### config.mk
export PLATFORM = sky130hd
export DESIGN_NAME = grf_wb_arbiter
export DESIGN_NICKNAME = d
export VERILOG_FILES = /design/src/rtl/grf_pkg.sv /design/src/rtl/md_result_fifo.sv /design/src/rtl/grf_wb_arbiter.sv
export SDC_FILE = /design/constraint.sdc
export NUM_CORES = 1
export LEC_CHECK = 0
export BUFFER_PORTS_ARGS = -buffer_cell sky130_fd_sc_hd__buf_4
export CORE_ASPECT_RATIO = 1.75
export CORE_MARGIN = 2
export CORE_UTILIZATION = 49
export CTS_CLUSTER_DIAMETER = 100
export DETAILED_ROUTE_END_ITERATION = 8
export GPL_TIMING_DRIVEN = 0
export PLACE_DENSITY = 0.89
export SLEW_MARGIN = 20
export SYNTH_ARGS = -nofsm -noshare
export SYNTH_HDL_FRONTEND = slang
export SYNTH_SLANG_ARGS = --single-unit
### constraint.sdc
create_clock -name Clock -period 1.85 [get_ports Clock]
set_clock_uncertainty 0.2 [all_clocks]
set_input_delay 0.37 -clock Clock [delete_from_list [all_inputs] [get_ports Clock]]
set_output_delay 0.37 -clock Clock [all_outputs]
set_load 0.01 [all_outputs]
### src/rtl/grf_pkg.sv
// grf_pkg: widths, arbiter state encoding and the
// buffered multiply/divide result entry for the GRF port.
package grf_pkg;

  localparam int REG_W  = 5;
  localparam int DATA_W = 32;
  localparam int NREG   = 32;

  typedef enum logic [1:0] {
    IDLE   = 2'd0,
    QUEUED = 2'd1,
    FREEZE = 2'd2
  } arb_state_e;

  typedef struct packed {
    logic              live;
    logic [REG_W-1:0]  rd;
    logic [DATA_W-1:0] data;
    logic [DATA_W-1:0] pc;
  } md_entry_t;

  function automatic logic [NREG-1:0] regOneHot(
    input logic [REG_W-1:0] r
  );
    logic [NREG-1:0] m;
    m    = '0;
    m[r] = 1'b1;
    return m;
  endfunction

endpackage

### src/rtl/md_result_fifo.sv
// md_result_fifo: circular buffer of MD results with
// per-register kill, feeding the GRF write arbiter.
//
// Ports:
//   Clock, Reset       clock, async active-low reset
//   Push, PushEntry    enqueue (caller guarantees !Full)
//   Pop                dequeue head (caller guarantees !Empty)
//   KillEn, KillReg    clear live on entries writing KillReg
//   Head               oldest entry
//   Empty, Full, Count occupancy
//   LiveVec, RegVec    per-slot live bit and destination
module md_result_fifo
  import grf_pkg::*;
#(
  parameter int DEPTH = 2
) (
  input  logic                       Clock,
  input  logic                       Reset,
  input  logic                       Push,
  input  md_entry_t                  PushEntry,
  input  logic                       Pop,
  input  logic                       KillEn,
  input  logic [REG_W-1:0]           KillReg,
  output md_entry_t                  Head,
  output logic                       Empty,
  output logic                       Full,
  output logic [$clog2(DEPTH):0]     Count,
  output logic [DEPTH-1:0]           LiveVec,
  output logic [DEPTH-1:0][REG_W-1:0] RegVec
);

  localparam int PTR_W = $clog2(DEPTH);
  localparam int CNT_W = PTR_W + 1;

  md_entry_t        mem [DEPTH];
  logic [PTR_W-1:0] rdPtr;
  logic [PTR_W-1:0] wrPtr;

  // Slots not holding a queued entry always carry
  // live=0, so LiveVec needs no occupancy mask.
  always_ff @(posedge Clock or negedge Reset) begin
    if (!Reset) begin
      rdPtr <= '0;
      wrPtr <= '0;
      Count <= '0;
      for (int i = 0; i < DEPTH; i++) begin
        mem[i] <= '0;
      end
    end else begin
      for (int i = 0; i < DEPTH; i++) begin
        if (KillEn && mem[i].rd == KillReg) begin
          mem[i].live <= 1'b0;
        end
      end
      if (Pop) begin
        mem[rdPtr].live <= 1'b0;
        rdPtr           <= rdPtr + PTR_W'(1);
      end
      if (Push) begin
        mem[wrPtr] <= PushEntry;
        wrPtr      <= wrPtr + PTR_W'(1);
      end
      case ({Push, Pop})
        2'b10:   Count <= Count + CNT_W'(1);
        2'b01:   Count <= Count - CNT_W'(1);
        default: Count <= Count;
      endcase
    end
  end

  assign Head  = mem[rdPtr];
  assign Empty = (Count == '0);
  assign Full  = (Count == CNT_W'(DEPTH));

  always_comb begin
    LiveVec = '0;
    RegVec  = '0;
    for (int i = 0; i < DEPTH; i++) begin
      LiveVec[i] = mem[i].live;
      RegVec[i]  = mem[i].rd;
    end
  end

endmodule

### src/rtl/grf_wb_arbiter.sv
// grf_wb_arbiter: shares the GRF write port between the
// WB stage (priority) and buffered MD results.
//
// Ports:
//   Clock, Reset              clock, async active-low reset
//   WbWrite/WbReg/WbData/WbPC WB write request
//   MdValid/MdReady           MD result handshake
//   MdReg/MdData/MdPC         MD result payload
//   WbFreeze                  one-cycle WB hold for MD
//   PendingMask               regs with live queued MD writes
//   RegWrite/WriteReg/
//   WriteData/WPC             GRF write port
module grf_wb_arbiter
  import grf_pkg::*;
#(
  parameter int DEPTH    = 2,
  parameter int MAX_WAIT = 4
) (
  input  logic              Clock,
  input  logic              Reset,
  input  logic              WbWrite,
  input  logic [REG_W-1:0]  WbReg,
  input  logic [DATA_W-1:0] WbData,
  input  logic [DATA_W-1:0] WbPC,
  input  logic              MdValid,
  output logic              MdReady,
  input  logic [REG_W-1:0]  MdReg,
  input  logic [DATA_W-1:0] MdData,
  input  logic [DATA_W-1:0] MdPC,
  output logic              WbFreeze,
  output logic [NREG-1:0]   PendingMask,
  output logic              RegWrite,
  output logic [REG_W-1:0]  WriteReg,
  output logic [DATA_W-1:0] WriteData,
  output logic [DATA_W-1:0] WPC
);

  localparam int CNT_W  = $clog2(DEPTH) + 1;
  localparam int WAIT_W = $clog2(MAX_WAIT) + 1;
  localparam logic [WAIT_W-1:0] WAIT_LIM =
    WAIT_W'(MAX_WAIT - 1);

  arb_state_e        state;
  logic [WAIT_W-1:0] waitCnt;
  logic [WAIT_W-1:0] waitNext;
  logic              waitHit;

  logic              wbGrant;
  logic              mdGrant;
  logic              push;
  logic              killEn;
  logic              empty;
  logic              full;
  logic [CNT_W-1:0]  count;
  logic [CNT_W-1:0]  countNext;
  md_entry_t         head;
  md_entry_t         pushEntry;

  logic [DEPTH-1:0]            liveVec;
  logic [DEPTH-1:0][REG_W-1:0] regVec;

  logic [REG_W-1:0]  holdReg;
  logic [DATA_W-1:0] holdData;
  logic [DATA_W-1:0] holdPc;

  // Register 0 results are queued but never write.
  assign pushEntry = '{
    live: (MdReg != '0),
    rd:   MdReg,
    data: MdData,
    pc:   MdPC
  };

  assign MdReady = !full;
  assign push    = MdValid && !full;

  // Reset gating keeps the GRF port quiet while the
  // reset is held, whatever WB presents.
  assign wbGrant = Reset && WbWrite && !WbFreeze;
  assign mdGrant = Reset && !wbGrant && !empty;

  // WB is younger than every queued entry, so a WB
  // write supersedes queued writes to the same reg.
  assign killEn  = wbGrant && (WbReg != '0);

  md_result_fifo #(
    .DEPTH (DEPTH)
  ) u_fifo (
    .Clock     (Clock),
    .Reset     (Reset),
    .Push      (push),
    .PushEntry (pushEntry),
    .Pop       (mdGrant),
    .KillEn    (killEn),
    .KillReg   (WbReg),
    .Head      (head),
    .Empty     (empty),
    .Full      (full),
    .Count     (count),
    .LiveVec   (liveVec),
    .RegVec    (regVec)
  );

  assign countNext = count
                   + CNT_W'(push)
                   - CNT_W'(mdGrant);

  assign waitNext = waitCnt + WAIT_W'(1);
  assign waitHit  = !empty && !mdGrant
                 && (waitNext >= WAIT_LIM);

  always_ff @(posedge Clock or negedge Reset) begin
    if (!Reset) begin
      state    <= IDLE;
      WbFreeze <= 1'b0;
      waitCnt  <= '0;
    end else begin
      if (empty || mdGrant) begin
        waitCnt <= '0;
      end else begin
        waitCnt <= waitNext;
      end
      unique case (state)
        IDLE, QUEUED: begin
          if (waitHit) begin
            state    <= FREEZE;
            WbFreeze <= 1'b1;
          end else begin
            state    <= (countNext == '0) ? IDLE
                                          : QUEUED;
            WbFreeze <= 1'b0;
          end
        end
        FREEZE: begin
          state    <= (countNext == '0) ? IDLE
                                        : QUEUED;
          WbFreeze <= 1'b0;
        end
        default: begin
          state    <= IDLE;
          WbFreeze <= 1'b0;
        end
      endcase
    end
  end

  always_comb begin
    RegWrite  = 1'b0;
    WriteReg  = holdReg;
    WriteData = holdData;
    WPC       = holdPc;
    unique case (1'b1)
      wbGrant: begin
        RegWrite  = (WbReg != '0);
        WriteReg  = WbReg;
        WriteData = WbData;
        WPC       = WbPC;
      end
      mdGrant: begin
        RegWrite  = head.live;
        WriteReg  = head.rd;
        WriteData = head.data;
        WPC       = head.pc;
      end
      default: ;
    endcase
  end

  // Idle cycles present the last granted write.
  always_ff @(posedge Clock or negedge Reset) begin
    if (!Reset) begin
      holdReg  <= '0;
      holdData <= '0;
      holdPc   <= '0;
    end else if (wbGrant || mdGrant) begin
      holdReg  <= WriteReg;
      holdData <= WriteData;
      holdPc   <= WPC;
    end
  end

  always_comb begin
    PendingMask = '0;
    for (int i = 0; i < DEPTH; i++) begin
      if (liveVec[i]) begin
        PendingMask = PendingMask
                    | regOneHot(regVec[i]);
      end
    end
  end

endmodule

==> reports/metrics.csv, run 1 <==
stage,metric,value,unit
clock_network,clk_latency,0.52,ns
routing,dr.first_iter.drc_count,817,
sta,period_share,154,%
logic_synthesis,yosysWarningCount,0,
worst_setup_path,cp_top_family,buffers and inverters,
placement,port-buffer-count,245,
floorplan,fp.coreArea,20800,um2
worst_setup_path,worstPathCellList,or2_4 > o21ai_4 > buf_6 > buf_12 > buf_12 > a22oi_2 > o21ai_1 > buf_4,
clock_network,clkSinkCount,218,
worst_setup_path,start_kind,flip-flop,
sta,whs,-0.0971,ns
sta,fin_crit,2.85,ns
logic_synthesis,synth_nets,998,
logic_synthesis,synth_edf_count,0,
placement,dp_hpwl,23200,um
worst_setup_path,r2r_slack,-0.31,ns
floorplan,start_util,49.8,%
placement,dpl.cell_count,1352,
outcome,outcome,"complete, but fails checks",
worst_setup_path,critPathRequiredTime,1.28,ns
worst_setup_path,critical_path_class,flip-flop to output port,
sta,final.setup.worst_slack,-1.00,ns
logic_synthesis,ys_async_sr_fraction,100,%
floorplan,dieHeight,197,um
routing,vias,10254,
logic_synthesis,syn_area,10400,um2
worst_setup_path,cpMostUsedCell,buf_12,
worst_setup_path,startpoint,u_fifo.Count[1]$_DFFE_PN0P_,
finish,drive_gt1_share,61.9,%
power_and_ir_drop,vdd_ir_drop_max,1.06,mV
logic_synthesis,synth_xor_area_share,1.27,%
grt,antenna_found_initial,3,
logic_synthesis,syn_area_per_cell,12.2,um2
logic_synthesis,synthTopCellsByArea,"dfrtp_1 (53%), mux2_2 (19%), mux2i_1 (6.6%)",
clock_network,ctsRootBufferMaster,clkbuf_16,
logic_synthesis,synth_most_common_cell,dfrtp_1,
placement,place_congestion,0.903,
power_and_ir_drop,powerDensity,1810,nW/um2
clock_network,cts_buffer_depth,3,
worst_hold_path,hp-start,WbPC[4],
grt,overflow,0,
worst_setup_path,timing.rr.end,u_fifo.Count[1]$_DFFE_PN0P_,
sta,slew_headroom,55.3,%
sta,fmax,351,MHz
worst_setup_path,crit_path_end,WriteData[6],
worst_setup_path,worstPathArrival,2.28,ns
finish,layoutNonFillerInstCount,1554,
sta,tightest_slew,0.664,ns
routing,vias_per_cell,6.60,
sta,drv_slew,0,
finish,nets,1433,
worst_setup_path,critPathCaptureType,output port,
logic_synthesis,synth_top_area_cell,dfrtp_1,
worst_setup_path,rr_worst_depth,9,
logic_synthesis,netlist_top_cells_count,"dfrtp_1 (218), mux2_2 (175), o21ai_0 (126)",
floorplan,io_pins,246,
worst_hold_path,min_path_type,input pin to flip-flop,
worst_setup_path,cp_num_cells,8,
routing,post_drt_wl_per_cell,31.5,um
logic_synthesis,ys_seq_area_share,52.6,%
worst_setup_path,r2r_start,WbFreeze$_DFF_PN0_,
logic_synthesis,synthFlopType,dfrtp_1,
grt,grt_max_degree,105,
sta,hold_viol,40,
logic_synthesis,synth.distinct_cells,38,
finish,syn2layout_area_growth,67.5,%
logic_synthesis,muxShareOfSynthArea,25.5,%
grt,grtUsageTotal,36.1,%
worst_setup_path,cp_max_fo,6,
clock_network,clkTransAtPathRegs,0.07,ns
logic_synthesis,synth_fa_ha_area_share,0.362,%
logic_synthesis,synth_top_family_by_area,multiplexers,
logic_synthesis,synth_compound_area_share,11.6,%
sta,finalSetupViolations,276,
worst_setup_path,slowest_stage,dfrtp_1,
routing,first_pass_iters,6,
worst_setup_path,crit_buf_inv,4,
routing,ant_nets,0,
logic_synthesis,yosysTopAreaCellShare,52.6,%
worst_hold_path,holdPathStages,3,
floorplan,rows,70,
worst_setup_path,slowest_delay,0.41,ns
routing,route.detailed.drc,0,
logic_synthesis,syn-instance-count,853,
logic_synthesis,synth-simple-area-share,4.79,%
routing,routed_wl,49000,um
power_and_ir_drop,power.total,31.5,mW
clock_network,cts_tree,yes,
sta,rsz0062_at_grt,true,
clock_network,h-tree-depth,1,
logic_synthesis,ys_seq_elements,218,
clock_network,cts_buffers,20,
floorplan,die_area,22400,um2
grt,grt_pass1_vias,10575,
floorplan,dieWidth,114,um
grt,grt_first_pass_wirelength,60700,um
outcome,violations,"hold timing, setup timing",
run,drv_cap,0,
power_and_ir_drop,leakage,7.93,nW
layout make-up:
type	count	area, um2
multi-input cells	567	6070
flip-flops and latches	218	5470
repair buffers	424	4060
fillers	973	3460
plain buffers	53	790
clock buffers	26	554
well taps	252	315
clock inverters	8	97.6
inverters	4	27.5
diodes	2	5.00
worst register-to-register path: stages, from the launching register on:
cell,delay (ns)
dfrtp_1,0.44
nor2b_4,0.20
nand3b_4,0.18
buf_12,0.15
inv_12,0.06
buf_12,0.17
ha_4,0.18
xnor2_1,0.12
nor2_1,0.13
xor2_1,0.24
worst min path at each step:
stage / endpoint / slack [ns]
after global routing: holdData[31]$_DFFE_PN0N_ / -0.08
after floorplan: WbFreeze$_DFF_PN0_ / -0.13
after CTS: u_fifo.mem[25]$_DFFE_PN0P_ / -0.46
after global placement: state[1]$_DFF_PN0_ / 0.22
final: holdPc[4]$_DFFE_PN0N_ / -0.1
after detailed placement: u_fifo.mem[25]$_DFFE_PN0P_ / 0.10
cells in the final DEF (no fill, tap or decap), types with 13 or more instances in the layout:
master,n
buf_4,273
dfrtp_1,210
mux2_4,93
mux2_2,82
dlygate4sd3_1,73
buf_6,52
o21ai_0,48
buf_12,40
o21ai_2,40
o21ai_1,40
mux2i_1,35
clkbuf_16,29
mux2i_4,27
nand2_2,26
o22ai_2,22
a22oi_2,19
nand2_1,13
routing by layer:
metal  up-vias  global-route usage (%)  routed length [um]
met5         -                       0                  13
met3       355                    8.15                4290
met4         2                    27.6                4950
met1      5131                    36.2               15000
li1       4012                       -                   -
met2       754                    63.6               24700
kinds of logic (layout without fill, tap and decap cells):
family / after synthesis / after routing
XOR/XNOR: 15 / 15
multiplexers: 243 / 243
other: 0 / 2
AND/OR/NAND/NOR: 96 / 97
flip-flops: 218 / 218
buffers and inverters: 69 / 515
adder cells (fa/ha/maj): 3 / 3
AO/OA/AOI/OAI: 209 / 209
per-stage QoR:
stage                     util, %  setup TNS, ns  setup WS, ns  cell area (um2)  hold WS (ns)
after floorplan                 -          -5.54        -0.107            10700        -0.126
after global placement       61.6        -626.30         -2.79            12800         0.223
after detailed placement     61.9        -133.17         -1.33            12900         0.103
after CTS                    76.5         -82.30        -0.890            15900        -0.464
after global routing         83.4         -99.79         -1.00            17400       -0.0806
final                        83.4         -96.86         -1.00            17400       -0.0971
power breakdown:
group          internal [mW]  switching (mW)  total (mW)
logic                   9.38            8.78        18.2
registers               7.18            1.77        8.95
clock network           2.40            1.96        4.36
state kept, by name, summed over array words and instances, names as in the netlist, 2 cells and up:
| register | cells |
|---|---|
| holdData | 32 |
| holdPc | 32 |
| holdReg | 5 |
| u_fifo.Count | 2 |
| u_fifo.LiveVec | 2 |
| u_fifo.RegVec | 10 |
| u_fifo.mem | 128 |
| waitCnt | 3 |
what timing repair did:
action,CTS,global route
pin swaps,31,38
hold endpoints to repair,350,84
setup endpoints to repair,310,310
gates cloned,14,7
resized for setup,251,296
hold buffers,72,3
buffers inserted,51,40
Power figures use the tool's default switching activity.
==> run 2: changes to the inputs <==
ABC_AREA = 1   (was unset)
CORE_UTILIZATION = 50   (was 49)
GPL_TIMING_DRIVEN = unset   (was 0)
clock period = 2.6 ns   (was 1.85 ns; I/O delays follow)
==> run 2 against run 1 <==
Area after synthesis increased by 6.6%. The run ends with setup timing left. Global-route usage decreased by 8.4 points. Cell area decreased by 18%. Combinational power decreased by 56%. Sequential share of layout area increased by 6.7 points. Total power decreased by 47%. Clock-buffer cell count increased by 3. Flip-flop and latch count unchanged. Register-to-register slack improved by 0.76 ns. Critical path type unchanged. Largest power group unchanged. Synthesized cell count increased by 61%. Via count increased by 2.9%.
==> reports/metrics.csv, run 2 <==
stage,metric,value,unit
outcome,outcome,"complete, but fails checks",
outcome,violations,setup timing,
power_and_ir_drop,intPower,9.88,mW
routing,post_drt_wl_per_cell,17.2,um
power_and_ir_drop,clkPwrFrac,17.4,%
finish,nets,1751,
routing,first_pass_iters,7,
routing,route.detailed.drc,0,
finish,layoutNonFillerInstCount,1919,
finish,most-common-layout-cells,"nand2_1 (485), buf_4 (258), dfrtp_1 (215), nand3_1 (207), inv_1 (88)",
logic_synthesis,syn_area,11100,um2
logic_synthesis,yosysWarningCount,0,
sta,tightest_slew,0.771,ns
power_and_ir_drop,p_switching,6.88,mW
worst_setup_path,r2r_slack,0.45,ns
run,drv_cap,0,
grt,overflow,0,
sta,drv_slew,0,
worst_hold_path,min_path_type,input pin to async pin,
power_and_ir_drop,leakage,7.60,nW
worst_setup_path,crit_buf_inv,5,
clock_network,clkSinkCount,218,
floorplan,rows,72,
routing,vias,10547,
worst_setup_path,worstPathArrival,1.99,ns
finish,final_util,65.4,%
clock_network,cts_tree,yes,
power_and_ir_drop,powerDensity,1170,nW/um2
finish,largest_reg_flops,128,
finish,final-seq-area,5460,um2
routing,dr.first_iter.drc_count,990,
logic_synthesis,synth_edf_count,0,
sta,period_share,104,%
routing,ant_nets,0,
finish,final_common_cell,nand2_1,
logic_synthesis,synth_top_area_cell,dfrtp_1,
logic_synthesis,synth_xor_area_share,0.712,%
logic_synthesis,ys_seq_elements,218,
sta,hold_viol,0,
placement,dp_hpwl,20700,um
logic_synthesis,yosysTopAreaCellShare,49.3,%
placement,pre_cts_ws,0.0609,ns
logic_synthesis,synth_fa_ha_area_share,0.339,%
power_and_ir_drop,power_frac_seq,35.2,%
sta,fin_crit,2.71,ns
grt,grt_pass1_vias,10471,
power_and_ir_drop,swShare,41.0,%
floorplan,dieHeight,201,um
worst_setup_path,slowest_delay,0.40,ns
worst_setup_path,cp_top_family,buffers and inverters,
logic_synthesis,synthTopCellsByArea,"dfrtp_1 (49%), nand2_1 (18%), nand3_1 (10%)",
sta,fmax,369,MHz
worst_setup_path,critical_path_class,flip-flop to output port,
finish,top_regs,"u_fifo.mem x128, holdData x32, holdPc x32",
finish,num-fill-cells,1703,
clock_network,cts_buffers,20,
clock_network,h-tree-depth,1,
logic_synthesis,syn_area_per_cell,8.04,um2
finish,syn2layout_area_growth,29.3,%
routing,vias_per_cell,5.50,
sta,rsz0062_at_grt,true,
grt,grtUsageTotal,27.7,%
power_and_ir_drop,power.total,16.8,mW
logic_synthesis,synth-simple-area-share,29.5,%
floorplan,dieWidth,116,um
floorplan,fp.coreArea,21900,um2
worst_setup_path,start_kind,flip-flop,
floorplan,die_area,23400,um2
power_and_ir_drop,vdd_ir_drop_max,0.733,mV
placement,port-buffer-count,245,
logic_synthesis,ys_seq_area_share,49.3,%
grt,grt_first_pass_wirelength,51400,um
worst_setup_path,slowest_stage,dfrtp_1,
sta,final.setup.worst_slack,-0.113,ns
grt,grt_max_degree,81,
sta,finalSetupViolations,69,
logic_synthesis,ys_async_sr_fraction,100,%
logic_synthesis,synthFlopType,dfrtp_1,
sta,slew_headroom,48.6,%
placement,place_congestion,0.935,
floorplan,io_pins,246,
finish,multiInputGateArea,4880,um2
logic_synthesis,synth_nets,1521,
logic_synthesis,muxShareOfSynthArea,0,%
finish,regMostFlops,u_fifo.mem,
logic_synthesis,synth_compound_area_share,11.2,%
clock_network,ctsRootBufferMaster,clkbuf_16,
routing,routed_wl,33100,um
placement,dpl.cell_count,1858,
logic_synthesis,synth_top_family_by_area,simple AND/OR/NAND/NOR gates,
worst_setup_path,critPathCaptureType,output port,
floorplan,start_util,50.6,%
finish,drive_gt1_share,29.3,%
worst_setup_path,cp_max_fo,10,
clock_network,clk_latency,0.49,ns
clock_network,cts_buffer_depth,3,
power_and_ir_drop,combPwrFrac,47.4,%
clock_network,clkTransAtPathRegs,0.07,ns
worst_setup_path,worstPathCellList,inv_2 > nand3_4 > nand3b_1 > buf_6 > clkinv_8 > buf_12 > nand2_2 > nand3_1 > buf_4,
logic_synthesis,syn-instance-count,1376,
logic_synthesis,synth_most_common_cell,nand2_1,
grt,antenna_found_initial,4,
logic_synthesis,synth.distinct_cells,27,
logic_synthesis,netlist_top_cells_count,"nand2_1 (523), nand3_1 (222), dfrtp_1 (218)",
worst_setup_path,critPathRequiredTime,1.88,ns
finish,fin_area,14300,um2
placement,placed_cell_area,13000,um2
[run 2: changes by cell type after synthesis, sizes merged, moves of 11 or more]
cell    delta
buf       +23
nand2    +482
a22oi     -29
mux2     -175
o22ai     -30
mux2i     -68
inv       +94
o21ai     +37
nand3    +218
nand3b    -11
[run 2: repair_timing]
action / 4_1_cts / 5_1_grt
endpoints found under the setup margin: 78 / 94
gates cloned: 6 / 2
endpoints found under the hold margin: 25 / 0
pin swaps: 2 / 3
resized for setup: 39 / 59
hold buffers: 1 / 0
buffers inserted: 5 / 7
[run 2: cell type report]
type	count	share of cell area, %
clock inverter	6	0.385
sequential	218	38.1
tap	296	2.59
multi-input combinational	979	34.1
antenna	4	0.0699
clock buffer	29	4.09
inverter	98	2.79
timing repair buffer	289	17.9
[run 2: power groups by stage]
stage,Sequential (mW),Combinational (mW),Clock [mW]
global route,6.06,8.73,3.10
global placement,5.79,6.92,0
floorplan,5.59,5.06,0
detailed placement,5.90,7.15,0
finish,5.90,7.94,2.92
CTS,5.85,7.54,2.96
[run 2: path summary, 6_finish.rpt]
path | start | end | cells past startpoint
worst max-delay path | WbFreeze$_DFF_PN0_ | WriteData[16] | 9
worst min-delay path | Reset | u_fifo.mem[96]$_DFFE_PN0P_ | 2
worst max register to register | WbFreeze$_DFF_PN0_ | u_fifo.Count[1]$_DFFE_PN0P_ | 10
worst min register to register | state[1]$_DFF_PN0_ | state[1]$_DFF_PN0_ | 1
max in group asynchronous | Reset | u_fifo.RegVec[3]$_DFFE_PN0P_ | 4
min in group Clock | WbData[1] | holdData[1]$_DFFE_PN0N_ | 3
[run 2: metal layers]
layer | global-route usage [%] | vias to the layer above | share of wire [%]
met2 | 48.1 | 519 | 53
met5 | 0 | - | 0
met3 | 3.59 | 133 | 6.3
li1 | - | 4905 | -
met4 | 16.2 | 0 | 5.6
met1 | 31.9 | 4990 | 35
[run 2: cell families (layout without fill, tap and decap cells)]
kind of cell    Yosys count  in the layout
fa+ha+maj                 3              3
xor+xnor                  9              9
other cells               0              4
buf+inv                 179            422
flops                   218            218
simple gates            781            781
compound gates          186            186
[run 2: through the flow]
| step | setup TNS (ns) | hold slack [ns] |
|---|---|---|
| global route | -10.61 | 0.0663 |
| global placement | 0 | 0.211 |
| detailed placement | 0 | 0.219 |
| CTS | -2.23 | 0.0317 |
| floorplan | 0 | 0.0244 |
| finish | -4.33 | 0.0173 |
==> run 3: changes to the inputs <==
BUFFER_PORTS_ARGS = unset   (was -buffer_cell sky130_fd_sc_hd__buf_4)
CORE_UTILIZATION = 58   (was 50)
DONT_BUFFER_PORTS = 1   (was unset)
PLACE_DENSITY = 0.88   (was 0.89)
==> run 3 against run 2 <==
The flow finishes with violations (hold timing, setup timing). Total power grew 2.3%. Largest cell class unchanged. Sequential power grew 3%. Wire length grew 15%. Hold slack lost 0.49 ns. Die area shrank 13%. Clock power grew 18%. Cell area shrank 2.5%. Register-to-register slack lost 0.16 ns. Critical path type unchanged. Setup slack lost 0.19 ns.
==> reports/metrics.csv, run 3 (same netlist as run 2, synthesis figures left out) <==
stage,metric,value,unit
outcome,outcome,"complete, but fails checks",
outcome,violations,"hold timing, setup timing",
clock_network,ctsRootBufferMaster,clkbuf_16,
routing,dr.first_iter.drc_count,1507,
worst_setup_path,worstPathArrival,2.18,ns
sta,tightest_slew,0.569,ns
worst_setup_path,r2r_start,u_fifo.Count[0]$_DFFE_PN0P_,
finish,nets,1611,
finish,most-common-layout-cells,"nand2_1 (497), dfrtp_1 (215), nand3_1 (113), dlygate4sd3_1 (110), nand3_2 (100)",
worst_setup_path,startpoint,u_fifo.Count[0]$_DFFE_PN0P_,
grt,grt_max_degree,222,
floorplan,start_util,59.3,%
sta,final.setup.worst_slack,-0.303,ns
clock_network,clkSinkCount,218,
placement,place_congestion,0.906,
finish,drive_gt1_share,20.6,%
power_and_ir_drop,swShare,43.5,%
power_and_ir_drop,powerDensity,1230,nW/um2
finish,syn2layout_area_growth,26.1,%
power_and_ir_drop,intPower,9.70,mW
worst_setup_path,start_kind,flip-flop,
sta,period_share,112,%
grt,grtUsageTotal,30.9,%
placement,dp_hpwl,18100,um
power_and_ir_drop,clkPwrFrac,20.2,%
run,drv_cap,0,
sta,whs,-0.472,ns
floorplan,io_pins,246,
sta,fin_crit,2.90,ns
floorplan,fp.coreArea,18700,um2
power_and_ir_drop,combPwrFrac,44.5,%
worst_hold_path,min_path_type,input pin to async pin,
sta,fmax,344,MHz
finish,final_util,74.8,%
sta,finalSetupViolations,67,
finish,fin_area,14000,um2
finish,largest_reg_flops,128,
placement,placed_cell_area,11000,um2
clock_network,clk_latency,0.49,ns
finish,final_common_cell,nand2_1,
worst_setup_path,critical_path_class,flip-flop to output port,
grt,grt_pass1_vias,10313,
routing,vias,10929,
routing,vias_per_cell,6.36,
floorplan,rows,66,
routing,ant_nets,0,
finish,top_regs,"u_fifo.mem x128, holdData x32, holdPc x32",
floorplan,die_area,20200,um2
routing,first_pass_iters,6,
power_and_ir_drop,power_frac_seq,35.3,%
floorplan,dieHeight,187,um
worst_setup_path,cp_max_fo,8,
sta,rsz0062_at_grt,true,
sta,slew_headroom,62.1,%
clock_network,cts_buffers,21,
floorplan,dieWidth,108,um
finish,regMostFlops,u_fifo.mem,
grt,antenna_found_initial,3,
clock_network,h-tree-depth,1,
power_and_ir_drop,p_switching,7.45,mW
clock_network,cts_buffer_depth,3,
routing,route.detailed.drc,0,
power_and_ir_drop,leakage,7.17,nW
clock_network,clkTransAtPathRegs,0.06,ns
routing,post_drt_wl_per_cell,22.1,um
power_and_ir_drop,power.total,17.2,mW
sta,drv_slew,0,
worst_setup_path,critPathRequiredTime,1.88,ns
placement,port-buffer-count,0,
worst_setup_path,critPathCaptureType,output port,
grt,grt_first_pass_wirelength,50300,um
clock_network,cts_tree,yes,
routing,routed_wl,38100,um
sta,hold_viol,218,
grt,overflow,0,
power_and_ir_drop,vdd_ir_drop_max,0.766,mV
## run 3: cell types whose count changed in the layout (fill, tap and decap cells not counted), sizes merged
cell	change
dlygate4sd3	+109
bufbuf	-1
buf	-254
bufinv	+6
diode	-1
clkinv	-4
inv	+2
clkbuf	+1
## run 3: path summary, 6_finish.rpt
| path | slack (ns) | depth (start not counted) | endpoint |
|---|---|---|---|
| worst max-delay path | -0.30 | 6 | WPC[0] |
| worst min-delay path | -0.47 | 0 | holdPc[31]$_DFFE_PN0N_ |
| worst max register to register | 0.29 | 8 | u_fifo.Count[1]$_DFFE_PN0P_ |
| worst min register to register | 0.27 | 1 | WbFreeze$_DFF_PN0_ |
| max in group asynchronous | 2.39 | 0 | u_fifo.RegVec[4]$_DFFE_PN0P_ |
| min in group Clock | 0.01 | 2 | u_fifo.mem[126]$_DFFE_PN0P_ |
## run 3: routing by layer
metal,global-route usage (%),vias up,wire [um]
li1,-,4615,-
met1,34.7,5128,12300
met2,54.5,902,19100
met3,5.73,284,3580
met4,15.9,0,3090
met5,0,-,0
## run 3: timing repair
item                                    CTS  global route
gates resized for setup                   7           170
cloned                                    1             8
pin swaps                                 0            30
setup buffers                             4             6
endpoints found under the setup margin   70            94
hold buffers                            109             1
endpoints found under the hold margin   349           219
## run 3: through the flow
stage	worst slack (ns)	cells	TNS, ns
final	-0.303	1719	-3.33
after global routing	-0.433	1719	-7.16
after CTS	0.000550	1701	0
after detailed placement	0.272	1552	0
after global placement	0.305	1552	0
after floorplan	0.534	1376	0
## run 3: layout make-up
type / count / area, um2
Antenna cell: 3 / 7.51
Clock buffer: 27 / 568
Clock inverter: 8 / 196
Fill cell: 1150 / 4710
Inverter: 98 / 389
Multi-Input combinational cell: 979 / 5380
Sequential cell: 218 / 5460
Tap cell: 238 / 298
Timing Repair Buffer: 146 / 1650
Timing Repair inverter: 2 / 13.8
## run 3: worst max-delay path, cell delays in order, from the launching register on
cell and delay [ns]:
dfrtp_1 0.40, nor2_2 0.14, nand3b_1 0.21, buf_6 0.23
buf_12 0.19, nand3_1 0.29, nand3_2 0.22
## run 3: power groups by stage
stage / registers (mW) / logic (mW) / clock network, mW
floorplan: 5.59 / 5.06 / 0
global placement: 5.79 / 5.73 / 0
detailed placement: 5.89 / 5.93 / 0
CTS: 5.83 / 6.22 / 3.46
global route: 6.19 / 8.25 / 3.59
finish: 6.06 / 7.63 / 3.46
